$ cat src/rtl/vc_route_unit.sv
// Per-VC wormhole route computation for one mesh router input port.
// Registers the output port on a head flit and holds it until the tail flit.
module vc_route_unit #(
  parameter int MESH_SIZE_X      = 5,
  parameter int MESH_SIZE_Y      = 5,
  parameter int X_CURRENT        = MESH_SIZE_X / 2,
  parameter int Y_CURRENT        = MESH_SIZE_Y / 2,
  parameter int VC_NUM           = 2,
  parameter int ROUTING_MODE     = 0,
  parameter int DEST_ADDR_SIZE_X = $clog2(MESH_SIZE_X),
  parameter int DEST_ADDR_SIZE_Y = $clog2(MESH_SIZE_Y)
) (
  input  logic                          clk,
  input  logic                          rst,
  input  logic                          flit_valid_i,
  input  logic [((VC_NUM > 1) ? $clog2(VC_NUM) : 1)-1:0] flit_vc_i,
  input  logic [1:0]                    flit_type_i,
  input  logic [DEST_ADDR_SIZE_X-1:0]   x_dest_i,
  input  logic [DEST_ADDR_SIZE_Y-1:0]   y_dest_i,
  output logic [VC_NUM-1:0]             route_valid_o,
  output logic [VC_NUM-1:0][2:0]        out_port_o,
  output logic                          seq_error_o,
  output logic                          dest_error_o
);

  localparam int DXW = DEST_ADDR_SIZE_X + 1;
  localparam int DYW = DEST_ADDR_SIZE_Y + 1;
  localparam logic [DXW-1:0] MX = DXW'(MESH_SIZE_X);
  localparam logic [DYW-1:0] MY = DYW'(MESH_SIZE_Y);
  localparam logic [DEST_ADDR_SIZE_X-1:0] XC = DEST_ADDR_SIZE_X'(X_CURRENT);
  localparam logic [DEST_ADDR_SIZE_Y-1:0] YC = DEST_ADDR_SIZE_Y'(Y_CURRENT);

  localparam logic [2:0] P_LOCAL = 3'd0;
  localparam logic [2:0] P_NORTH = 3'd1;
  localparam logic [2:0] P_SOUTH = 3'd2;
  localparam logic [2:0] P_WEST  = 3'd3;
  localparam logic [2:0] P_EAST  = 3'd4;

  typedef enum logic {IDLE = 1'b0, ROUTED = 1'b1} st_t;

  st_t                    r_st [VC_NUM];
  st_t                    w_st [VC_NUM];
  logic [VC_NUM-1:0]      r_ht;
  logic [VC_NUM-1:0]      w_ht;
  logic [VC_NUM-1:0][2:0] r_port;
  logic [VC_NUM-1:0][2:0] w_port;
  logic                   r_seq;
  logic                   w_seq;
  logic                   r_dest;
  logic                   w_dest;

  logic       w_head;
  logic       w_in_range;
  logic       w_vc_ok;
  logic       w_xe;
  logic       w_xw;
  logic       w_ys;
  logic       w_yn;
  logic [2:0] w_route;

  assign w_head     = (flit_type_i == 2'b00) || (flit_type_i == 2'b11);
  assign w_in_range = ({1'b0, x_dest_i} < MX) && ({1'b0, y_dest_i} < MY);
  assign w_vc_ok    = int'(flit_vc_i) < VC_NUM;

  assign w_xe = x_dest_i > XC;
  assign w_xw = x_dest_i < XC;
  assign w_ys = y_dest_i > YC;
  assign w_yn = y_dest_i < YC;

  always_comb begin
    w_route = P_LOCAL;
    if (ROUTING_MODE == 0) begin
      priority case (1'b1)
        w_xe:    w_route = P_EAST;
        w_xw:    w_route = P_WEST;
        w_ys:    w_route = P_SOUTH;
        w_yn:    w_route = P_NORTH;
        default: w_route = P_LOCAL;
      endcase
    end else begin
      priority case (1'b1)
        w_ys:    w_route = P_SOUTH;
        w_yn:    w_route = P_NORTH;
        w_xe:    w_route = P_EAST;
        w_xw:    w_route = P_WEST;
        default: w_route = P_LOCAL;
      endcase
    end
  end

  // A VC still showing a HEADTAIL pulse already carries a finished packet,
  // so it accepts a new head just like an idle VC.
  always_comb begin
    w_seq  = r_seq;
    w_dest = r_dest;
    w_port = r_port;
    w_ht   = '0;
    for (int v = 0; v < VC_NUM; v++)
      w_st[v] = r_ht[v] ? IDLE : r_st[v];
    if (flit_valid_i) begin
      if (!w_vc_ok) w_seq = 1'b1;
      for (int v = 0; v < VC_NUM; v++) begin
        if (w_vc_ok && v == int'(flit_vc_i)) begin
          if (r_st[v] == IDLE || r_ht[v]) begin
            if (!w_head) begin
              w_seq = 1'b1;
            end else if (!w_in_range) begin
              w_dest = 1'b1;
            end else begin
              w_st[v]   = ROUTED;
              w_port[v] = w_route;
              w_ht[v]   = (flit_type_i == 2'b11);
            end
          end else if (w_head) begin
            w_seq = 1'b1;
          end else if (flit_type_i == 2'b10) begin
            w_st[v] = IDLE;
          end
        end
      end
    end
  end

  always_ff @(posedge clk or posedge rst) begin
    if (rst) begin
      for (int v = 0; v < VC_NUM; v++) r_st[v] <= IDLE;
      r_ht   <= '0;
      r_port <= '0;
      r_seq  <= 1'b0;
      r_dest <= 1'b0;
    end else begin
      for (int v = 0; v < VC_NUM; v++) r_st[v] <= w_st[v];
      r_ht   <= w_ht;
      r_port <= w_port;
      r_seq  <= w_seq;
      r_dest <= w_dest;
    end
  end

  always_comb begin
    route_valid_o = '0;
    for (int v = 0; v < VC_NUM; v++)
      route_valid_o[v] = (r_st[v] == ROUTED);
  end

  assign out_port_o   = r_port;
  assign seq_error_o  = r_seq;
  assign dest_error_o = r_dest;

endmodule

$ cat config.mk
export PLATFORM = sky130hd
export DESIGN_NAME = vc_route_unit
export DESIGN_NICKNAME = d
export VERILOG_FILES = /design/src/rtl/vc_route_unit.sv
export SDC_FILE = /design/constraint.sdc
export NUM_CORES = 1
export LEC_CHECK = 0
export ABC_AREA = 1
export CAP_MARGIN = 10
export CORE_UTILIZATION = 47
export DETAILED_ROUTE_END_ITERATION = 12
export PLACE_DENSITY = 0.79
export SLEW_MARGIN = 20
export SYNTH_ARGS = -nofsm -noshare
export SYNTH_HDL_FRONTEND = slang
export SYNTH_SLANG_ARGS = --single-unit
$ cat constraint.sdc
create_clock -name clk -period 1.85 [get_ports clk]
set_clock_uncertainty 0.15 [all_clocks]
set_input_delay 0.37 -clock clk [delete_from_list [all_inputs] [get_ports clk]]
set_output_delay 0.37 -clock clk [all_outputs]
set_load 0.05 [all_outputs]
==> results of run 1 <==
area by class of cell:
type	instances	area, um2
Fill cell	120	392.9
Multi-Input combinational cell	64	329.1
Sequential cell	12	300.3
Timing Repair Buffer	23	200.2
Inverter	15	56.30
Clock buffer	4	36.28
Tap cell	15	18.77
cells in the final DEF (no fill, tap or decap), drive strengths merged:
cell type | Yosys | layout
a31oi | 1 | 1
nand2 | 31 | 31
ha | 2 | 2
nand3 | 3 | 3
nand3b | 1 | 1
clkbuf | 0 | 4
a21oi | 2 | 2
clkdlybuf4s50 | 0 | 11
nor2 | 13 | 13
buf | 0 | 12
nand4 | 5 | 5
dfrtp | 12 | 12
inv | 15 | 15
o21ai | 6 | 6
routing by layer:
layer,vias to the layer above,share of wire [%],wire (um),global-route usage (%)
met5,-,0,0,0
met4,0,1.7,26,10.83
met3,4,4.8,75,3.333
met2,23,51,805,44.35
met1,301,42,657,28.23
li1,339,-,-,-
sequential cells by signal, indices dropped and copies added, names as in the netlist:
name	cells
seq_error_o	1
r_ht	2
route_valid_o	2
out_port_o	6
dest_error_o	1
how the worst min path moves through the flow:
| stage | startpoint | endpoint | slack [ps] | cells past startpoint |
|---|---|---|---|---|
| floorplan | rst | dest_error_o$_DFFE_PP0P_ | 80 | 1 |
| global placement | dest_error_o$_DFFE_PP0P_ | dest_error_o$_DFFE_PP0P_ | 300 | 2 |
| detailed placement | dest_error_o$_DFFE_PP0P_ | dest_error_o$_DFFE_PP0P_ | 310 | 2 |
| CTS | rst | r_ht[1]$_DFF_PP0_ | 270 | 2 |
| global route | rst | r_ht[1]$_DFF_PP0_ | 320 | 2 |
| finish | rst | r_ht[1]$_DFF_PP0_ | 240 | 2 |
power groups by stage:
stage	clock (mW)	combinational [mW]	sequential, mW
after floorplan	0	0.118	0.529
after global placement	0	0.444	0.343
after detailed placement	0	0.453	0.346
after CTS	0.212	0.454	0.341
after global routing	0.222	0.486	0.350
final	0.213	0.452	0.340
worst reg2reg max path, cell delays in order (launching register included):
cell and delay [ps]:
dfrtp_1 350, inv_1 40, nor2_1 210, inv_1 150, nand4_1 220, nand2_1 70, nand2_1 60
through the flow:
| step | utilization (%) | TNS [ps] |
|---|---|---|
| detailed placement | 67.82 | -706.7 |
| floorplan | - | 0 |
| global placement | 67.82 | -393.8 |
| global route | 70.54 | 0 |
| CTS | 70.54 | 0 |
| finish | 70.54 | 0 |
cell families (layout without fill, tap and decap cells):
| family | count (synthesis) | in the layout | share of synthesized area (%) |
|---|---|---|---|
| flip-flops | 12 | 12 | 43.80 |
| AO/OA/AOI/OAI | 9 | 9 | 7.848 |
| adder cells (fa/ha/maj) | 2 | 2 | 3.649 |
| buffers and inverters | 15 | 42 | 8.211 |
| AND/OR/NAND/NOR | 53 | 53 | 36.50 |
==> impl_metrics.tcl, run 1 <==
set metrics [dict create \
    timing.final.crit_share_pct 90.31 \
    layout_min_cycle_time_ps 1671 \
    grt_pass1_vias 636 \
    path_clk_slew_ps 90 \
    finish.instance_area_um2 940.9 \
    die_w_um 40.20 \
    slowest_stage "clkdlybuf4s50_1" \
    cp-endpoint "out_port_o[2]$_DFFE_PP0P_" \
    p_int_mw 0.5686 \
    min_path_type "primary input to asynchronous set/reset pin" \
    overflow 0 \
    hold_slack_ps 242.6 \
    path_buf_inv 3 \
    drc_errors 0 \
    wl_per_cell_um 11.76 \
    layoutNonFillerInstCount 133 \
    cts_buffer_depth 2 \
    num_antenna_cells 0 \
    status "finished, final reports clean" \
    start_util_pct 51.41 \
    leakage_nw 0.5161 \
    row_count 13 \
    ys_top_cells_by_count "nand2_1 (29), inv_1 (14), dfrtp_1 (12)" \
    cts_hold_buf 0 \
    wirelength_um 1564 \
    root_buffer "clkbuf_4" \
    cp_data_required_time_ps 1860 \
    critPathCaptureType "flop" \
    dp_hpwl_um 1250 \
    vias 667 \
    synthCells 91 \
    coreArea_um2 1334 \
    worst_path_largest_cell_delay_ps 480 \
    avgSynthCellArea_um2 7.535 \
    drtIter0Drc 15 \
    setup_violations 0 \
    antenna_found_initial 0 \
    clock_power_share_pct 21.2 \
    ys_seq_area_share_pct 43.80 \
    ant_nets 0 \
    h-tree-depth 1 \
    cp_num_cells 8 \
    dp_slack_ps -104.3 \
    cts.sinks 12 \
    max_freq_mhz 598.5 \
    cts_buffers 3 \
    irDropWorstVdd_v 0.0007840 \
    ys_warn_count 0 \
    nets 133 \
    worst_slew_pin_slew_ps 460.0 \
    synth_edf_count 0 \
    yosys.area.top_type "dfrtp_1" \
    synth_area_leaders "dfrtp_1 (44%), nand2_1 (16%), inv_1 (7.7%)" \
    gp_congestion 0.7634 \
    seqPwrFrac_pct 33.8 \
    max-slew-margin-rel_pct 69.30 \
    synth_top_area_share_pct 43.80 \
    syn_area_um2 685.7 \
    ys_ff_latch 12 \
    critPathLaunchType "primary input" \
    setup_ws_ps 179.2 \
    dr.pass1.iters 6 \
    hold_viol_final 0 \
    port_buffers 21 \
    switching_share_pct 43.38 \
    num_io_pins 22 \
    startpoint "flit_type_i[0]" \
    place_area_um2 904.6 \
    finalPower_mw 1.004 \
    r2r_start "route_valid_o[1]$_DFF_PP0_" \
    dieArea_um2 1616 \
    grt_start_max_net_pins 13 \
    maxSlewViolCount 0 \
    critPathMaxFanout 9 \
    viasPerCell 5.015 \
    synth_cell_type_count 17 \
    fp.dieH_um 40.20 \
    post_cts_buffers 0 \
    cts_tree "done" \
    clkLatencyLatePin_ps 270 \
    combPwrFrac_pct 45.0 \
    cts_resized 0 \
    synth-main-ff-cell "dfrtp_1" \
    r2r-end "out_port_o[3]$_DFFE_PP0P_" \
    dp.cells 129 \
    p_sw_mw 0.4357 \
    track_usage_pct 24.48 \
    r2r_slack_ps 520 \
    cp_top_family "buffers and inverters" \
    p_per_area_nw_per_um2 1067 \
    grt_pass1_wl_um 2580 \
    drive_gt1_share_pct 20.34 \
    syn2layout_area_growth_pct 37.23 \
    synth_most_common_cell "nand2_1" \
    r2r_cells 6 \
    rsz0062_at_grt "false" \
    arrival_ps 1680 \
    worstSetupPathType "primary input to flop" \
    synth_fp_nets 105 \
    path_common_cell "nand2_1" \
    crit_chain "clkdlybuf4s50_1, inv_1, ha_1, inv_2, nor2_8, nand2_4, nand2_1, nand2_1" \
    ys_async_sr_fraction_pct 100.0 \
    maxCapViolations 0 \
]
(Power assumes the default switching activity.)
==> inputs of run 2 (changes only) <==
--- a/config.mk
+++ b/config.mk
@@ -7,9 +7,10 @@
 export LEC_CHECK = 0
 export ABC_AREA = 1
 export CAP_MARGIN = 10
-export CORE_UTILIZATION = 47
+export CORE_ASPECT_RATIO = 1.2
+export CORE_UTILIZATION = 40
 export DETAILED_ROUTE_END_ITERATION = 12
-export PLACE_DENSITY = 0.79
+export PLACE_DENSITY = 0.72
 export SLEW_MARGIN = 20
 export SYNTH_ARGS = -nofsm -noshare
 export SYNTH_HDL_FRONTEND = slang
==> constraint.sdc (replaced) <==
create_clock -name clk -period 1.4 [get_ports clk]
set_clock_uncertainty 0.15 [all_clocks]
set_input_delay 0.28 -clock clk [delete_from_list [all_inputs] [get_ports clk]]
set_output_delay 0.28 -clock clk [all_outputs]
set_load 0.05 [all_outputs]
==> run 2 against run 1 <==
Flip-flop and latch count stayed put. Worst setup slack lost 110 ps. Via count is 7.3% higher. Combinational power increased by 77%. Largest cell class is now buffers. Critical path type is now flop to flop. Worst hold slack worse by 97 ps. Utilization grew 0.75 points. Non-clock buffer count is 5 higher.
==> impl_metrics.tcl, run 2 (synthesized netlist as in run 1, its figures left out) <==
set metrics [dict create \
    status "finished, final reports clean" \
    r2r_cells 6 \
    ant_nets 0 \
    wl_per_cell_um 11.35 \
    leakage_nw 0.6550 \
    cts.sinks 12 \
    largest_reg_flops 6 \
    post_cts_buffers 0 \
    finish.instance_area_um2 1156 \
    row_count 16 \
    r2r-end "out_port_o[1]$_DFFE_PP0P_" \
    grt_start_max_net_pins 13 \
    final_common_cell "nand2_1" \
    hold_viol_final 0 \
    drc_errors 0 \
    num_io_pins 22 \
    worstSetupPathType "flop to flop" \
    r2r_slack_ps 70 \
    layout_min_cycle_time_ps 1328 \
    irDropWorstVdd_v 0.0008504 \
    cts_tree "done" \
    drtIter0Drc 21 \
    grt_pass1_wl_um 2553 \
    die_w_um 39.80 \
    coreArea_um2 1622 \
    max_freq_mhz 753.1 \
    min_path_type "primary input to asynchronous set/reset pin" \
    nets 139 \
    r2r_start "route_valid_o[0]$_DFF_PP0_" \
    cp_data_required_time_ps 1420 \
    grt_pass1_vias 606 \
    antenna_found_initial 0 \
    worst_slew_pin_slew_ps 455.7 \
    viasPerCell 5.042 \
    setup_violations 0 \
    path_clk_slew_ps 80 \
    critPathCaptureType "flop" \
    vias 716 \
    dieArea_um2 1884 \
    fp.dieH_um 47.36 \
    track_usage_pct 20.08 \
    syn2layout_area_growth_pct 68.61 \
    rsz0062_at_grt "false" \
    nFillCells 126 \
    max-slew-margin-rel_pct 69.59 \
    cts_buffer_depth 2 \
    p_per_area_nw_per_um2 1317 \
    port_buffers 21 \
    timing.final.crit_share_pct 94.85 \
    start_util_pct 42.28 \
    wirelength_um 1612 \
    final_cell_mix "nand2_1 (29), inv_1 (11), dfrtp_1 (10), buf_12 (10), nor2_1 (9)" \
    drive_gt1_share_pct 29.03 \
    maxCapViolations 0 \
    num_antenna_cells 0 \
    arrival_ps 1340 \
    root_buffer "clkbuf_4" \
    maxSlewViolCount 0 \
    overflow 0 \
    finalPower_mw 1.523 \
    dp_hpwl_um 1229 \
    critPathMaxFanout 4 \
    place_area_um2 1074 \
    dr.pass1.iters 4 \
    critPathLaunchType "flop" \
    clkLatencyLatePin_ps 280 \
    gp_congestion 0.8275 \
    h-tree-depth 1 \
    cts_buffers 3 \
]
run 2: cell count changes in the layout (fill, tap and decap cells not counted), moves of 3 or more:
cell,before,now
buf_12,0,10
clkdlybuf4s50_1,11,1
dlymetal6s2s_1,0,8
buf_4,12,7
inv_1,14,11
run 2: metal layers:
layer,track usage [%],part of all wire [%],vias up
met4,10.34,2.7,0
li1,-,-,354
met5,0,0,-
met1,28.70,41,325
met2,30.16,52,30
met3,1.422,3.7,7
run 2: worst max-delay path by stage:
stage / start / end / slack (ps) / cells past startpoint
6_report: route_valid_o[0]$_DFF_PP0_ / out_port_o[1]$_DFFE_PP0P_ / 70 / 6
5_1_grt: route_valid_o[1]$_DFF_PP0_ / out_port_o[4]$_DFFE_PP0P_ / 1 / 6
3_3_place_gp: flit_type_i[0] / out_port_o[1]$_DFFE_PP0P_ / -440 / 8
2_1_floorplan: route_valid_o[0]$_DFF_PP0_ / out_port_o[0]$_DFFE_PP0P_ / 60 / 6
4_1_cts: x_dest_i[1] / out_port_o[1]$_DFFE_PP0P_ / 7 / 7
3_5_place_dp: flit_type_i[0] / out_port_o[1]$_DFFE_PP0P_ / -480 / 8
run 2: worst max-delay path, cell delays in order (launching register included):
cell and delay, ps:
dfrtp_2 430, nand2_1 150, nand2_1 130, nor2_4 170, nand2_4 80, nand2_1 60, nand2_1 50
run 2: what timing repair did:
item                                   4_1_cts  5_1_grt
endpoints found under the hold margin        0        0
pin swaps                                    2        3
resized for setup                            6       12
hold buffers                                 0        0
gates cloned                                 1        0
setup endpoints to repair                   12        7
run 2: where the power goes:
part           internal (mW)  switching (mW)
Sequential             0.419          0.0752
Clock                  0.111           0.118
Combinational          0.363           0.438
run 2: area by class of cell:
type | instances | area (um2) | area share (%)
clock buffers | 4 | 26.28 | 2.273
inverters | 15 | 58.81 | 5.087
multi-input cells | 65 | 365.4 | 31.60
flip-flops and latches | 12 | 302.8 | 26.19
well taps | 18 | 22.52 | 1.948
repair buffers | 28 | 380.4 | 32.90
run 2: stage by stage:
step                      cells  hold WS, ps  setup slack (ps)  TNS, ps  util, %
after CTS                   142        169.9             6.947        0    69.60
after detailed placement    137        367.2            -476.2    -5035    66.20
after global routing        142        187.2            0.9650        0    71.30
after global placement      137        362.3            -437.9    -4660    66.20
after floorplan              91       -5.436             64.43        0        -
final                       142        146.1             72.12        0    71.30
==> inputs of run 3 (changes only) <==
--- a/config.mk
+++ b/config.mk
@@ -10,7 +10,7 @@
 export CORE_ASPECT_RATIO = 1.2
 export CORE_UTILIZATION = 40
 export DETAILED_ROUTE_END_ITERATION = 12
-export PLACE_DENSITY = 0.72
+export PLACE_DENSITY_LB_ADDON = 0.25
 export SLEW_MARGIN = 20
 export SYNTH_ARGS = -nofsm -noshare
 export SYNTH_HDL_FRONTEND = slang
==> run 3 against run 2 <==
Clock power up 21%. Power up 2.4%. First-iteration DRC count unchanged. Worst hold slack better by 6.8 ps. Highest routed layer unchanged.
==> impl_metrics.tcl, run 3 (synthesized netlist as in run 1, its figures left out) <==
set metrics [dict create \
    status "finished, final reports clean" \
    irDropWorstVdd_v 0.0006055 \
    num_io_pins 22 \
    timing.final.crit_share_pct 93.56 \
    final_cell_mix "nand2_1 (29), inv_1 (11), dfrtp_1 (10), buf_12 (10), nor2_1 (9)" \
    drive_gt1_share_pct 29.84 \
    num_antenna_cells 0 \
    ant_nets 0 \
    regArea_um2 302.8 \
    max-slew-margin-rel_pct 69.71 \
    maxCapViolations 0 \
    largest_reg_flops 6 \
    row_count 16 \
    cts_tree "done" \
    nFillCells 119 \
    maxSlewViolCount 0 \
    slowest_stage "dfrtp_2" \
    gp_congestion 0.8031 \
    worst_slew_pin_slew_ps 453.8 \
    critPathLaunchType "flop" \
    setup_violations 0 \
    dr.pass1.iters 4 \
    cp_data_required_time_ps 1410 \
    port_buffers 21 \
    grt_pass1_wl_um 2401 \
    grt_start_max_net_pins 13 \
    path_buf_inv 2 \
    grt_pass1_vias 603 \
    hold_slack_ps 153.0 \
    post_cts_buffers 0 \
    antenna_found_initial 0 \
    path_common_cell "nand2_1" \
    use_met2_pct 31.80 \
    layout_min_cycle_time_ps 1310 \
    cts_buffers 3 \
    met3_usage_pct 2.844 \
    worstSetupPathType "flop to flop" \
    viasPerCell 4.782 \
    clkLatencyLatePin_ps 270 \
    crit_chain "inv_1, nor2_2, inv_2, nand4_1, nand2_1, nand2_1" \
    vias 679 \
    cts_hold_buf 0 \
    start_util_pct 42.28 \
    rsz0062_at_grt "false" \
    r2r_slack_ps 90 \
    dp_hpwl_um 1183 \
    p_per_area_nw_per_um2 1343 \
    tns_ps 0 \
    cp_top_family "simple AND/OR/NAND/NOR gates" \
    min_path_type "primary input to asynchronous set/reset pin" \
    cts.sinks 12 \
    critPathMaxFanout 5 \
    multi_input_area_um2 360.3 \
    overflow 0 \
    fp.dieH_um 47.36 \
    critPathCaptureType "flop" \
    hold_viol_final 0 \
    h-tree-depth 1 \
    path_clk_slew_ps 80 \
    use_met1_pct 23.89 \
    cts_buffer_depth 2 \
    root_buffer "clkbuf_4" \
    finalPower_mw 1.559 \
    arrival_ps 1320 \
    grt_busiest_layer "met2" \
    wirelength_um 1535 \
    dieArea_um2 1884 \
    max_freq_mhz 763.5 \
    drtIter0Drc 21 \
    worst_path_largest_cell_delay_ps 430 \
    layoutNonFillerInstCount 142 \
    nets 139 \
    final_common_cell "nand2_1" \
    dp.cells 137 \
    syn2layout_area_growth_pct 69.34 \
    leakage_nw 0.6580 \
    die_w_um 39.80 \
    drc_errors 0 \
    track_usage_pct 18.99 \
    coreArea_um2 1622 \
    wl_per_cell_um 10.81 \
]
-- run 3: cell count changes in the layout (fill, tap and decap cells not counted) --
cell      change
nand2_4       -1
clkbuf_8      +1
clkbuf_1      -1
nand2_2       +1
-- run 3: per-layer routing --
layer	share of wire, %	vias up
li1	-	353
met1	42	304
met2	54	20
met3	3.2	2
met4	0.59	0
met5	0	-
-- run 3: through the flow --
stage,instance area (um2),worst slack [ps],utilization (%)
5_1_grt,1161,14.60,71.60
4_1_cts,1134,1.915,69.91
3_3_place_gp,1074,-403.8,66.20
2_1_floorplan,688.2,64.43,-
3_5_place_dp,1074,-430.0,66.20
6_report,1161,90.22,71.60
-- run 3: worst register-to-register path: stages, from the launching register on --
cell and delay [ps]:
dfrtp_2 430, inv_1 70, nor2_2 60, inv_2 90, nand4_1 220, nand2_1 140
nand2_1 50
-- run 3: where the power goes --
group | internal [mW] | switching (mW) | leakage [nW] | total (mW)
combinational | 0.361 | 0.431 | 0.493 | 0.792
clock | 0.158 | 0.117 | 0.0210 | 0.275
sequential | 0.419 | 0.0731 | 0.144 | 0.492
total | 0.938 | 0.621 | 0.658 | 1.56
-- run 3: repair_timing --
action                     in CTS  in global routing
setup endpoints to repair      11                  8
pin swaps                       4                  5
cloned                          1                  0
resized for setup               5                 12
-- run 3: area by class of cell --
type	count	area share, %
clock buffer	4	3.125
inverter	15	5.065
multi-input combinational	65	31.03
sequential	12	26.08
tap	18	1.940
timing repair buffer	28	32.76
-- run 3: worst paths after layout --
path / start / end / cells past startpoint
max in group asynchronous: rst / route_valid_o[1]$_DFF_PP0_ / 2
worst max-delay path: route_valid_o[1]$_DFF_PP0_ / out_port_o[3]$_DFFE_PP0P_ / 6
worst min register to register: out_port_o[2]$_DFFE_PP0P_ / out_port_o[2]$_DFFE_PP0P_ / 2
worst min-delay path: rst / seq_error_o$_DFFE_PP0P_ / 2
worst max register to register: route_valid_o[1]$_DFF_PP0_ / out_port_o[3]$_DFFE_PP0P_ / 6
min in group clk: flit_valid_i / dest_error_o$_DFFE_PP0P_ / 3
==> patch: new RTL, flow settings as in run 2 <==
`MESH_SIZE_Y`: 5 -> 4.
--- a/src/rtl/vc_route_unit.sv
+++ b/src/rtl/vc_route_unit.sv
@@ -2,7 +2,7 @@
 // Registers the output port on a head flit and holds it until the tail flit.
 module vc_route_unit #(
   parameter int MESH_SIZE_X      = 5,
-  parameter int MESH_SIZE_Y      = 5,
+  parameter int MESH_SIZE_Y      = 4,
   parameter int X_CURRENT        = MESH_SIZE_X / 2,
   parameter int Y_CURRENT        = MESH_SIZE_Y / 2,
   parameter int VC_NUM           = 2,
Ports: changed (resized y_dest_i); port bits go from 22 to 21. The function was not compared with the original's and may differ.
==> patch against run 2 <==
Power is 12% lower; die area is 0.53% lower; wire length is 5.5% lower; critical path depth stayed put; register-to-register slack better by 0.07 ns; worst setup slack better by 0.020 ns; design area is 6.2% lower; sequential cell count stayed put; area after synthesis is 0.55% lower; first-iteration DRC count is 52% lower; critical endpoint is now out_port_o[4].
==> patch: results (changes against run 2) <==
dpl ws=-0.477 ns (was -0.476 ns); CP Max Fanout=4 (unchanged); met1 usage=0.238 (was 0.287); CTS root buf=clkbuf_4 (unchanged); Placer Congestion=0.871 (was 0.828); drt initial violations=10 (was 21); RR Startpoint=route_valid_o[1] (was route_valid_o[0]); CP arrival=1.33 ns; Rel. slew slack=0.806 (was 0.696); Via Count=663 (was 716); Finished Layout Cells=133 (was 142); vias in the first global route=649 (was 606); # hold bufs at CTS=0 (unchanged); Clock transition at path regs=0.08 ns (about the same); final worst-path cycle share=0.934 (was 0.948); worst hold margin=0.136 ns (was 0.146 ns); Pleak=0.000569 µW (was 0.000655 µW); met2 GRT Util=0.318 (was 0.302); dpl hpwl=1180 µm (was 1230 µm); Clock Tree Buf Depth=2 (unchanged); Unique masters post-synth=16 (was 17); post-CTS setup buffer count=0 (unchanged); CP startpoint=flit_vc_i (was route_valid_o[0]); Top Layer Used=met4 (unchanged); Yosys Warn Count=0 (unchanged); 1st-pass router iterations=5 (was 4); cells after synthesis=88 (was 91); IO Port Bufs=20 (was 21); outcome=finished clean (unchanged); # resized after CTS=5 (was 6); sequential fraction of the synthesis area=0.440 (was 0.438); antenna violations before repair=0 (unchanged); n_diodes=0 (unchanged); first-pass GRT wire length=2590 µm (was 2550 µm); largest net degree at the start of global routing=13 (unchanged); type of the most critical hold path=primary input to asynchronous set/reset pin (unchanged); worst skew pair latency=0.28 ns (about the same); area of placed instances=1030 µm² (was 1070 µm²); gr usage total=0.212 (was 0.201); FF-to-FF setup slack=0.14 ns (was 0.07 ns); Most used DFF post-synth=dfrtp_1 (unchanged); asr flop ratio synth=1.00 (unchanged); Synthesized Nets=101 (was 105); met3 Use GR=0.0995 (was 0.0142); Post-synth top cells=nand2_1, inv_1, dfrtp_1 (unchanged); CTS buffer count=3 (unchanged); WL met1=599 µm (was 668 µm); share of layout cells above drive strength 1=0.267 (was 0.290); peak supply drop=751 µV (was 850 µV); H-tree levels=1 (unchanged); largest cells by area after synthesis=dfrtp_1, nand2_1, nand3_1 (was dfrtp_1, nand2_1, inv_1); max reg flops=6 (unchanged); NumNets Final=131 (was 139); met3 WL post-DR=99 µm (was 59 µm); met2 wire length=790 µm (was 840 µm); WL/cell=11.5 µm (was 11.4 µm)
[patch: changes by cell type in the layout (fill, tap and decap cells not counted), sizes merged]
cell / run 2 / this run
nor3: 0 / 1
dlymetal6s2s: 8 / 0
o21ai: 6 / 3
nand3: 3 / 10
nand2: 31 / 33
nor2: 14 / 11
nand4: 5 / 0
clkdlybuf4s50: 1 / 8
a21oi: 2 / 1
clkbuf: 4 / 3
a31oi: 1 / 0
buf: 17 / 14
[patch: critical path, stage by stage]
cell and delay (ns):
clkdlybuf4s50_1 0.52, nand2_2 0.09, nor2_2 0.24, nand2_4 0.09, nand2_1 0.07, nand2_1 0.05
[patch: report_power, final]
| part | switching, µW | leakage [µW] | internal (µW) | total [µW] |
|---|---|---|---|---|
| Combinational | 362 | 0.000408 | 300 | 662 |
| Sequential | 60.5 | 0.000147 | 401 | 462 |
| Clock | 122 | 0.0000138 | 99.8 | 222 |
| Total | 544 | 0.000569 | 801 | 1350 |
[patch: final timing paths]
path	to	cells past startpoint
setup / recovery	out_port_o[4]	6
hold / removal	out_port_o[2]	3
setup reg to reg	out_port_o[4]	6
hold reg to reg	dest_error_o	2
max in group asynchronous	out_port_o[5]	3
min in group clk	dest_error_o	2
[patch: logic make-up after synthesis]
| group | count (synthesis) | share of synthesized area |
|---|---|---|
| AO/OA/AOI/OAI | 4 | 0.0293 |
| adder cells (fa/ha/maj) | 2 | 0.0367 |
| buffers and inverters | 15 | 0.0826 |
| flip-flops | 12 | 0.440 |
| AND/OR/NAND/NOR | 55 | 0.411 |
[patch: cell type report]
class                           count  area, µm²
Fill cell                         118        435
Multi-Input combinational cell     62        354
Timing Repair Buffer               24        328
Sequential cell                    12        300
Inverter                           15       58.8
Clock buffer                        3       22.5
Tap cell                           17       21.3
